--- src/rtl/audio_fifo_i2s_tx_if.sv ---
//------------------------------------------------------------------------------
// Module      : audio_fifo_i2s_tx_if
// Description : Avalon-ST handshake bundle between the playback FIFO
//               (fifo_0_out_*) and the I2S transmitter sink.
// Revision    : 1.0 - initial release
//------------------------------------------------------------------------------
`default_nettype none

interface audio_fifo_i2s_tx_if;
  logic        in_valid;
  logic [31:0] in_data;
  logic        in_ready;

  // FIFO side drives valid/data and observes ready
  modport master (output in_valid, output in_data, input in_ready);
  // Transmitter side observes valid/data and drives ready
  modport slave  (input in_valid, input in_data, output in_ready);
endinterface

`default_nettype wire

--- src/rtl/audio_fifo_i2s_tx.sv ---
//------------------------------------------------------------------------------
// Module      : audio_fifo_i2s_tx
// Description : Avalon-ST sink that fetches one 32-bit stereo word per frame
//               and serializes it as an I2S master (BCLK, DACLRCK, DACDAT).
//               Starved frames play silence and are counted.
//               Optional macro AUDIO_I2S_TX_HOLD_LAST_EN: on underflow the
//               previous sample repeats instead of silence.
// Revision    : 1.0 - initial release
//------------------------------------------------------------------------------
`default_nettype none

module audio_fifo_i2s_tx #(
  parameter int BCLK_DIV = 16   // BCLK half-period in clk_50 cycles, 2..255
) (
  input  wire                  clk_50,
  input  wire                  reset_n,
  input  wire                  enable,
  audio_fifo_i2s_tx_if.slave   sink,
  output logic                 aud_bclk,
  output logic                 aud_daclrck,
  output logic                 aud_dacdat,
  output logic                 underflow,
  output logic [15:0]          underflow_cnt
);

  localparam logic [7:0]  c_div_last = 8'(BCLK_DIV - 1);
  localparam logic [4:0]  c_last_bit = 5'd31;
  localparam logic [15:0] c_cnt_max  = 16'hFFFF;

  logic [7:0]  r_div_cnt;
  logic        r_bclk;
  logic [4:0]  r_bit_cnt;
  logic [31:0] r_frame;
  logic        r_lsb_hold;
  logic        r_lrck;
  logic        r_dat;
  logic        r_uf;
  logic [15:0] r_uf_cnt;

  logic        w_div_wrap;
  logic        w_fall_tick;
  logic        w_frame_start;
  logic [4:0]  w_bit_next;
  logic        w_fetch;
  logic        w_starve;

  assign w_div_wrap    = (r_div_cnt == c_div_last);
  assign w_fall_tick   = w_div_wrap & r_bclk;
  assign w_frame_start = w_fall_tick & (r_bit_cnt == c_last_bit);
  assign w_bit_next    = r_bit_cnt + 5'd1;
  // Ready is offered only in the single frame-start cycle, gated by enable
  assign w_fetch       = w_frame_start & enable;
  assign w_starve      = w_fetch & ~sink.in_valid;

  assign sink.in_ready = w_fetch;
  assign aud_bclk      = r_bclk;
  assign aud_daclrck   = r_lrck;
  assign aud_dacdat    = r_dat;
  assign underflow     = r_uf;
  assign underflow_cnt = r_uf_cnt;

  // Bit-clock divider: toggle BCLK every BCLK_DIV fabric cycles
  always_ff @(posedge clk_50 or negedge reset_n) begin
    if (!reset_n) begin
      r_div_cnt <= '0;
      r_bclk    <= 1'b0;
    end else if (w_div_wrap) begin
      r_div_cnt <= '0;
      r_bclk    <= ~r_bclk;
    end else begin
      r_div_cnt <= r_div_cnt + 8'd1;
    end
  end

  // Frame position, word select and serial data, all updated on BCLK fall
  always_ff @(posedge clk_50 or negedge reset_n) begin
    if (!reset_n) begin
      r_bit_cnt  <= c_last_bit;
      r_lrck     <= 1'b0;
      r_dat      <= 1'b0;
      r_lsb_hold <= 1'b0;
    end else if (w_fall_tick) begin
      r_bit_cnt <= w_bit_next;
      r_lrck    <= w_bit_next[4];
      // Bit n-1 of the frame lives at index 31-(n-1), i.e. ~old bit_cnt;
      // n = 0 instead replays right[0] of the word just finished.
      if (w_frame_start) begin
        r_dat <= r_lsb_hold;
      end else begin
        r_dat <= r_frame[~r_bit_cnt];
      end
      // Capture right[0] before the frame register is reloaded
      if (r_bit_cnt == 5'd30) begin
        r_lsb_hold <= r_frame[0];
      end
    end
  end

  // Frame register: load the fetched word, silence, or (optionally) hold
  always_ff @(posedge clk_50 or negedge reset_n) begin
    if (!reset_n) begin
      r_frame <= '0;
    end else if (w_frame_start) begin
      if (!enable) begin
        r_frame <= '0;
      end else if (sink.in_valid) begin
        r_frame <= sink.in_data;
      end else begin
`ifdef AUDIO_I2S_TX_HOLD_LAST_EN
        r_frame <= r_frame;
`else
        r_frame <= '0;
`endif
      end
    end
  end

  // Underflow pulse and saturating starved-frame counter
  always_ff @(posedge clk_50 or negedge reset_n) begin
    if (!reset_n) begin
      r_uf     <= 1'b0;
      r_uf_cnt <= '0;
    end else begin
      r_uf <= w_starve;
      if (w_starve && (r_uf_cnt != c_cnt_max)) begin
        r_uf_cnt <= r_uf_cnt + 16'd1;
      end
    end
  end

endmodule

`default_nettype wire

--- src/flat_wrapper.sv ---
// flat-port wrapper written by rule: the top's interface ports become plain ports
module audio_fifo_i2s_tx_flat 
#(
  parameter int BCLK_DIV = 16                                               
)
  (clk_50, reset_n, enable, aud_bclk, aud_daclrck, aud_dacdat, underflow, underflow_cnt, sink_in_valid, sink_in_data, sink_in_ready);
  audio_fifo_i2s_tx_if sink_i ();
  input  wire clk_50;
  input  wire reset_n;
  input  wire enable;
  output logic aud_bclk;
  output logic aud_daclrck;
  output logic aud_dacdat;
  output logic underflow;
  output logic [15:0] underflow_cnt;
  input wire logic [$bits(sink_i.in_valid)-1:0] sink_in_valid;
  input wire logic [$bits(sink_i.in_data)-1:0] sink_in_data;
  output wire logic [$bits(sink_i.in_ready)-1:0] sink_in_ready;
  assign sink_i.in_valid = sink_in_valid;
  assign sink_i.in_data = sink_in_data;
  assign sink_in_ready = sink_i.in_ready;
  audio_fifo_i2s_tx #(.BCLK_DIV(BCLK_DIV)) u_core (.clk_50(clk_50), .reset_n(reset_n), .enable(enable), .sink(sink_i), .aud_bclk(aud_bclk), .aud_daclrck(aud_daclrck), .aud_dacdat(aud_dacdat), .underflow(underflow), .underflow_cnt(underflow_cnt));
endmodule
--- config.mk ---
export PLATFORM = sky130hd
export DESIGN_NAME = audio_fifo_i2s_tx_flat
export DESIGN_NICKNAME = d
export VERILOG_FILES = /design/src/rtl/audio_fifo_i2s_tx_if.sv /design/src/rtl/audio_fifo_i2s_tx.sv /design/src/flat_wrapper.sv
export SDC_FILE = /design/constraint.sdc
export NUM_CORES = 1
export LEC_CHECK = 0
export BUFFER_PORTS_ARGS = -buffer_cell sky130_fd_sc_hd__buf_4
export CAP_MARGIN = 15
export CORE_AREA = 2 2 88 90
export CTS_BUF_LIST = sky130_fd_sc_hd__clkbuf_8
export DETAILED_ROUTE_END_ITERATION = 10
export DIE_AREA = 0 0 90 92
export PLACE_DENSITY_LB_ADDON = 0.1
export SLEW_MARGIN = 15
export SYNTH_ARGS = -nofsm -noshare
export SYNTH_HDL_FRONTEND = slang
export SYNTH_SLANG_ARGS = --single-unit
--- constraint.sdc ---
create_clock -name clk_50 -period 2.4 [get_ports clk_50]
set_input_delay 0.48 -clock clk_50 [delete_from_list [all_inputs] [get_ports clk_50]]
set_output_delay 0.48 -clock clk_50 [all_outputs]
set_load 0.05 [all_outputs]
==> results of run 1 <==
worst paths after layout:
kind / startpoint / to / slack, ns / cells past startpoint
max: u_core.r_bit_cnt[0] / sink_in_ready / 0.11 / 6
min: reset_n / u_core.underflow_cnt[2] / 0.23 / 1
max reg2reg: u_core.r_bit_cnt[0] / u_core.underflow_cnt[1] / 0.33 / 7
min reg2reg: u_core.r_div_cnt[0] / u_core.r_div_cnt[0] / 0.47 / 1
max in group asynchronous: reset_n / u_core.r_frame[13] / 1.62 / 1
min in group clk_50: sink_in_data[25] / u_core.r_frame[25] / 0.35 / 2
metal layers:
metal | share of wire | vias up
met4 | 0.021 | 0
met5 | 0 | -
met3 | 0.037 | 8
li1 | - | 1007
met2 | 0.46 | 46
met1 | 0.48 | 1034
what timing repair did:
item,4_1_cts,5_1_grt
gates resized for setup,0,4
setup endpoints to repair,0,1
hold buffers,0,0
endpoints found under the hold margin,0,0
placed cells by master (no fill, tap or decap), drive strengths merged, types with 2 or more instances in the layout:
| cell | instances |
|---|---|
| a22o | 32 |
| a311oi | 2 |
| and2 | 3 |
| and3 | 6 |
| buf | 65 |
| clkbuf | 10 |
| clkinv | 2 |
| dfrtp | 61 |
| dfstp | 5 |
| ha | 5 |
| inv | 5 |
| mux2 | 6 |
| mux2i | 5 |
| mux4 | 6 |
| nand2 | 16 |
| nand2b | 3 |
| nand3 | 14 |
| nand4 | 9 |
| nor2 | 13 |
| nor3 | 2 |
| nor4 | 2 |
| nor4b | 2 |
| o21ai | 2 |
| xnor2 | 15 |
| xor2 | 7 |
worst max-delay path: cells and delay by family, from the launching register on:
family	cells	cell delay (ns)
adders and majority gates	2	0.31
buffers and inverters	1	0.15
DFF	1	0.53
and+or+nand+nor	3	0.46
metrics by stage:
step	power [W]	std cells	instance area, um2	utilization	hold slack [ns]
2_1_floorplan	0.00121	242	3010	-	0.184
4_1_cts	0.00220	409	3750	0.504	0.256
3_5_place_dp	0.00129	394	3570	0.479	0.465
5_1_grt	0.00225	409	3770	0.507	0.301
3_3_place_gp	0.00129	394	3570	0.479	0.453
6_report	0.00216	409	3770	0.507	0.226
sequential cells by signal, indices dropped and copies added, names as in the netlist:
name / count
u_core.r_frame: 32
u_core.r_bit_cnt: 5
u_core.r_lsb_hold: 1
u_core.aud_dacdat: 1
u_core.underflow_cnt: 16
u_core.r_div_cnt: 8
u_core.underflow: 1
u_core.aud_daclrck: 1
u_core.aud_bclk: 1
area by class of cell:
class	instances	area (um2)	share of cell area
sequential	66	1660	0.439
multi-input combinational	158	1280	0.340
tap	102	128	0.0338
clock inverter	5	47.5	0.0126
inverter	3	11.3	0.00298
timing repair buffer	65	508	0.135
clock buffer	10	138	0.0365
kinds of logic after synthesis:
| logic type | count (synthesis) |
|---|---|
| xor gates and xnor gates | 22 |
| buffers and inverters | 18 |
| and+or+nand+nor | 74 |
| adders and majority gates | 5 |
| muxes | 17 |
| DFF | 66 |
| AOI/OAI and AO/OA | 40 |
report_power, final:
part	internal [W]	total, W	switching [W]
registers	0.00114	0.00115	0.0000155
logic	0.0000657	0.000118	0.0000526
clock network	0.000491	0.000887	0.000396
total	0.00169	0.00216	0.000464
==> flow_summary.json, run 1 <==
{
  "synth_most_common_cell": "dfrtp_1",
  "grt_pass1_vias": 2023,
  "netlist_instances": 242,
  "met1_usage": 0.216,
  "netlist_area_um2": 3000,
  "drt_iter0_drc": 80,
  "cts_buffer_depth": 2,
  "outcome": "finished, final reports clean",
  "synthMuxAreaShare": 0.0842,
  "clk_pin_slew_worst_paths_ns": 0.07,
  "wl_um": 6230,
  "tightest_slew_ns": 0.826,
  "ctsRootBufferMaster": "clkbuf_8",
  "grt_util_met3": 0.0337,
  "grt_max_degree": 67,
  "rsz0062_at_grt": "false",
  "cts_tree": "done",
  "post_cts_buffers": 0,
  "dp_hpwl_um": 4210,
  "critical_path_arrival_ns": 1.81,
  "synth_commonest_cells": "dfrtp_1, a22o_1, nand2_1",
  "antenna_found_initial": 0,
  "grt-ovfl-total": 0,
  "syn_nets": 283,
  "numCtsBuffers": 9,
  "hold_class": "input port to async pin",
  "end_kind": "output pin",
  "path_cells": "ha_1, and3_1, ha_4, nand4_4, nor2_4, buf_8",
  "ys.flop_type": "dfrtp_1",
  "yosysWarnings": 0,
  "gp_congestion": 0.767,
  "setup_slack_ns": 0.113,
  "dp_slack_ns": 0.277,
  "grt_pass1_wl_um": 10200,
  "drc": 0,
  "cp_slowest_cell": "dfstp_2",
  "area.growth.synth_to_final_pct": 25.8,
  "hold_violations": 0,
  "cellPowerDensity_nw_per_um2": 572,
  "die_x_um": 90,
  "seq_area_frac_synth": 0.553,
  "critPathKind": "register to output pin",
  "via_per_inst": 5.12,
  "rows": 32,
  "yosysTopAreaCell": "dfrtp_1",
  "setup_viol": 0,
  "period_minus_slack_ns": 2.29,
  "postSynth.asyncResetShare": 1.00,
  "tns_ns": 0,
  "ios": 57,
  "drive_above_1_share": 0.319,
  "n_antenna_cell": 0,
  "vias": 2095,
  "synthAdderAreaFrac": 0.0209,
  "timing.final.crit_share": 0.953,
  "use_met2": 0.236,
  "ant_nets": 0,
  "synth-xor-area-share": 0.0642,
  "port_buffers": 56,
  "slew_viol_final": 0,
  "firstDrtPassIters": 4,
  "synth_edf_count": 0,
  "fin_skew_ns": 0.00781,
  "wire_per_inst_um": 15.2,
  "grt_usage": 0.159,
  "cts-htree-levels": 3,
  "syn_area_per_cell_um2": 12.4,
  "crit_required_ns": 1.92,
  "core_um2": 7450,
  "fmax_ghz": 0.437,
  "top_usage_layer": "met2",
  "nets": 344,
  "die_h_um": 92,
  "synth_top_family_by_area": "simple AND/OR/NAND/NOR gates",
  "start_kind": "register",
  "yosys-top-cells-area": "dfrtp_1, a22o_1, mux4_2",
  "initial_core_util": 0.403,
  "synth-compound-area-share": 0.116,
  "netlist.area_leader.share": 0.509,
  "maxCapViolCount": 0,
  "cpPeakStageDelay_ns": 0.53,
  "dieArea_um2": 8280,
  "cp_max_fo": 4,
  "clkLatencyLatePin_ns": 0.34,
  "clock-sinks": 66,
  "synth_cell_type_count": 38,
  "synth-simple-area-share": 0.137,
  "ys_ff_latch": 66,
  "peakVddDrop_mv": 0.245,
  "nFillCells": 703,
  "p_leak_nw": 1.77,
  "slew_headroom": 0.449
}
No activity file was read; power rests on OpenSTA's default activity.
==> run 2: changes to the inputs <==
- BUFFER_PORTS_ARGS: -buffer_cell sky130_fd_sc_hd__buf_4 -> -buffer_cell sky130_fd_sc_hd__buf_2
- CORE_AREA: 2 2 88 90 -> 2 2 84 94
- DIE_AREA: 0 0 90 92 -> 0 0 86 96
==> run 2 against run 1 <==
Clock skew grew 0.0024 ns. Via count grew 1.7%. Sequential share of layout area grew 0.98 points. Register-to-register slack lost 0.12 ns. Worst setup slack gained 0.013 ns. Routed wire length grew 1.9%. Utilization shrank 0.17 points. Global-route usage grew 1.0 points. Cell count shrank 2.0%. Design area shrank 2.2%. Hold slack lost 0.072 ns. Largest cell class unchanged. Largest power group unchanged. Highest routed layer unchanged.
==> flow_summary.json, run 2 (same netlist as run 1, synthesis figures left out) <==
{
  "outcome": "finished, final reports clean",
  "ctsHoldBuffers": 0,
  "top_register": "u_core.r_frame",
  "nFillCells": 669,
  "ctsRootBufferMaster": "clkbuf_8",
  "drt_iter0_drc": 104,
  "die_x_um": 86,
  "die_h_um": 96,
  "grt-ovfl-total": 0,
  "largest_reg_flops": 32,
  "dieArea_um2": 8260,
  "cts_tree": "done",
  "ios": 57,
  "layout_common_cells": "dfrtp_1, buf_2, a22o_1",
  "nets": 350,
  "tightest_slew_ns": 0.624,
  "gp_congestion": 0.785,
  "port_buffers": 56,
  "ant_nets": 0,
  "fin_skew_ns": 0.0102,
  "end_kind": "output pin",
  "ff2ff_setup_slack_ns": 0.21,
  "crit_required_ns": 1.92,
  "placed_cells": 383,
  "numCtsBuffers": 9,
  "tns_ns": 0,
  "multi_input_area_um2": 1290,
  "area.growth.synth_to_final_pct": 23.1,
  "rsz0062_at_grt": "false",
  "core_um2": 7310,
  "cellPowerDensity_nw_per_um2": 592,
  "firstDrtPassIters": 4,
  "critPathKind": "register to output pin",
  "wire_per_inst_um": 15.8,
  "rows": 33,
  "grt_usage": 0.169,
  "vias": 2130,
  "grt_pass1_vias": 2151,
  "cts_buffer_depth": 2,
  "slew_headroom": 0.584,
  "clk_pin_slew_worst_paths_ns": 0.07,
  "grt_pass1_wl_um": 10600,
  "start_kind": "register",
  "maxCapViolCount": 0,
  "cts-htree-levels": 3,
  "cp_max_fo": 3,
  "dp_hpwl_um": 4470,
  "fmax_ghz": 0.440,
  "drc": 0,
  "cp_slowest_cell": "dfstp_2",
  "period_minus_slack_ns": 2.27,
  "n_antenna_cell": 0,
  "wl_um": 6350,
  "antenna_found_initial": 0,
  "p_leak_nw": 1.78,
  "setup_viol": 0,
  "seqCellArea_um2": 1660,
  "grt_max_degree": 33,
  "path_cells": "ha_2, and3_4, ha_4, nand4_4, nor2_4, buf_6",
  "hold_violations": 0,
  "power_w": 0.00219,
  "via_per_inst": 5.31,
  "fin_cells": 401,
  "initial_core_util": 0.411,
  "peakVddDrop_mv": 0.263,
  "slew_viol_final": 0,
  "clkLatencyLatePin_ns": 0.35,
  "drive_above_1_share": 0.338,
  "critical_path_arrival_ns": 1.79,
  "timing.final.crit_share": 0.948,
  "layout_commonest_cell": "dfrtp_1",
  "hold_class": "input port to async pin",
  "cpPeakStageDelay_ns": 0.53,
  "clock-sinks": 66
}
==> run 2: cell count changes in the layout (fill, tap and decap cells not counted), sizes merged <==
cell    before  now
buf         65   71
clkbuf      10   11
clkinv       2    1
inv          5    6
==> run 2: area by class of cell <==
type | count | area share
Sequential cell | 66 | 0.449
Multi-Input combinational cell | 158 | 0.350
Timing Repair Buffer | 71 | 0.115
Clock buffer | 11 | 0.0410
Tap cell | 87 | 0.0295
Clock inverter | 5 | 0.0125
Inverter | 3 | 0.00305
==> run 2: stage by stage <==
step | area (um2) | hold WS, ns | setup slack [ns] | util
after CTS | 3660 | 0.156 | 0.00263 | 0.500
after floorplan | 3010 | 0.184 | 0.0669 | -
final | 3690 | 0.154 | 0.126 | 0.505
after global routing | 3690 | 0.184 | 0.00587 | 0.505
after global placement | 3450 | 0.454 | 0.314 | 0.473
after detailed placement | 3450 | 0.465 | 0.277 | 0.473
==> run 2: worst paths after layout <==
kind                                     start  cells after the start                        to
min                                    reset_n                      1  u_core.underflow_cnt[13]
min reg2reg                u_core.r_div_cnt[0]                      1       u_core.r_div_cnt[0]
min in group clk_50           sink_in_data[20]                      2        u_core.r_frame[20]
max                        u_core.r_bit_cnt[0]                      6             sink_in_ready
max in group asynchronous              reset_n                      2         u_core.r_frame[8]
max reg2reg                u_core.r_bit_cnt[0]                      8   u_core.underflow_cnt[1]
==> run 2: critical path: cells and delay by family (launching register included) <==
| family | cells | cell delay [ns] |
|---|---|---|
| adders and majority gates | 2 | 0.31 |
| DFF | 1 | 0.53 |
| and+or+nand+nor | 3 | 0.44 |
| buffers and inverters | 1 | 0.17 |
==> run 2: repair_timing <==
item                       4_1_cts  5_1_grt
buffers inserted                 0        2
setup endpoints to repair        1        1
gates resized for setup          2        4
gates cloned                     0        0
pin swaps                        0        1
==> run 2: metal layers <==
layer,global-route usage,vias up,wire length [um]
met1,0.226,1065,2860
li1,-,1018,-
met4,0.0714,0,115
met2,0.257,37,3050
met3,0.0523,10,320
met5,0,-,0
==> run 2: power breakdown <==
| group | internal (W) | leakage (nW) | switching [W] |
|---|---|---|---|
| clock network | 0.000524 | 0.113 | 0.000403 |
| logic | 0.0000526 | 0.794 | 0.0000552 |
| registers | 0.00114 | 0.869 | 0.0000154 |
| total | 0.00171 | 1.78 | 0.000474 |
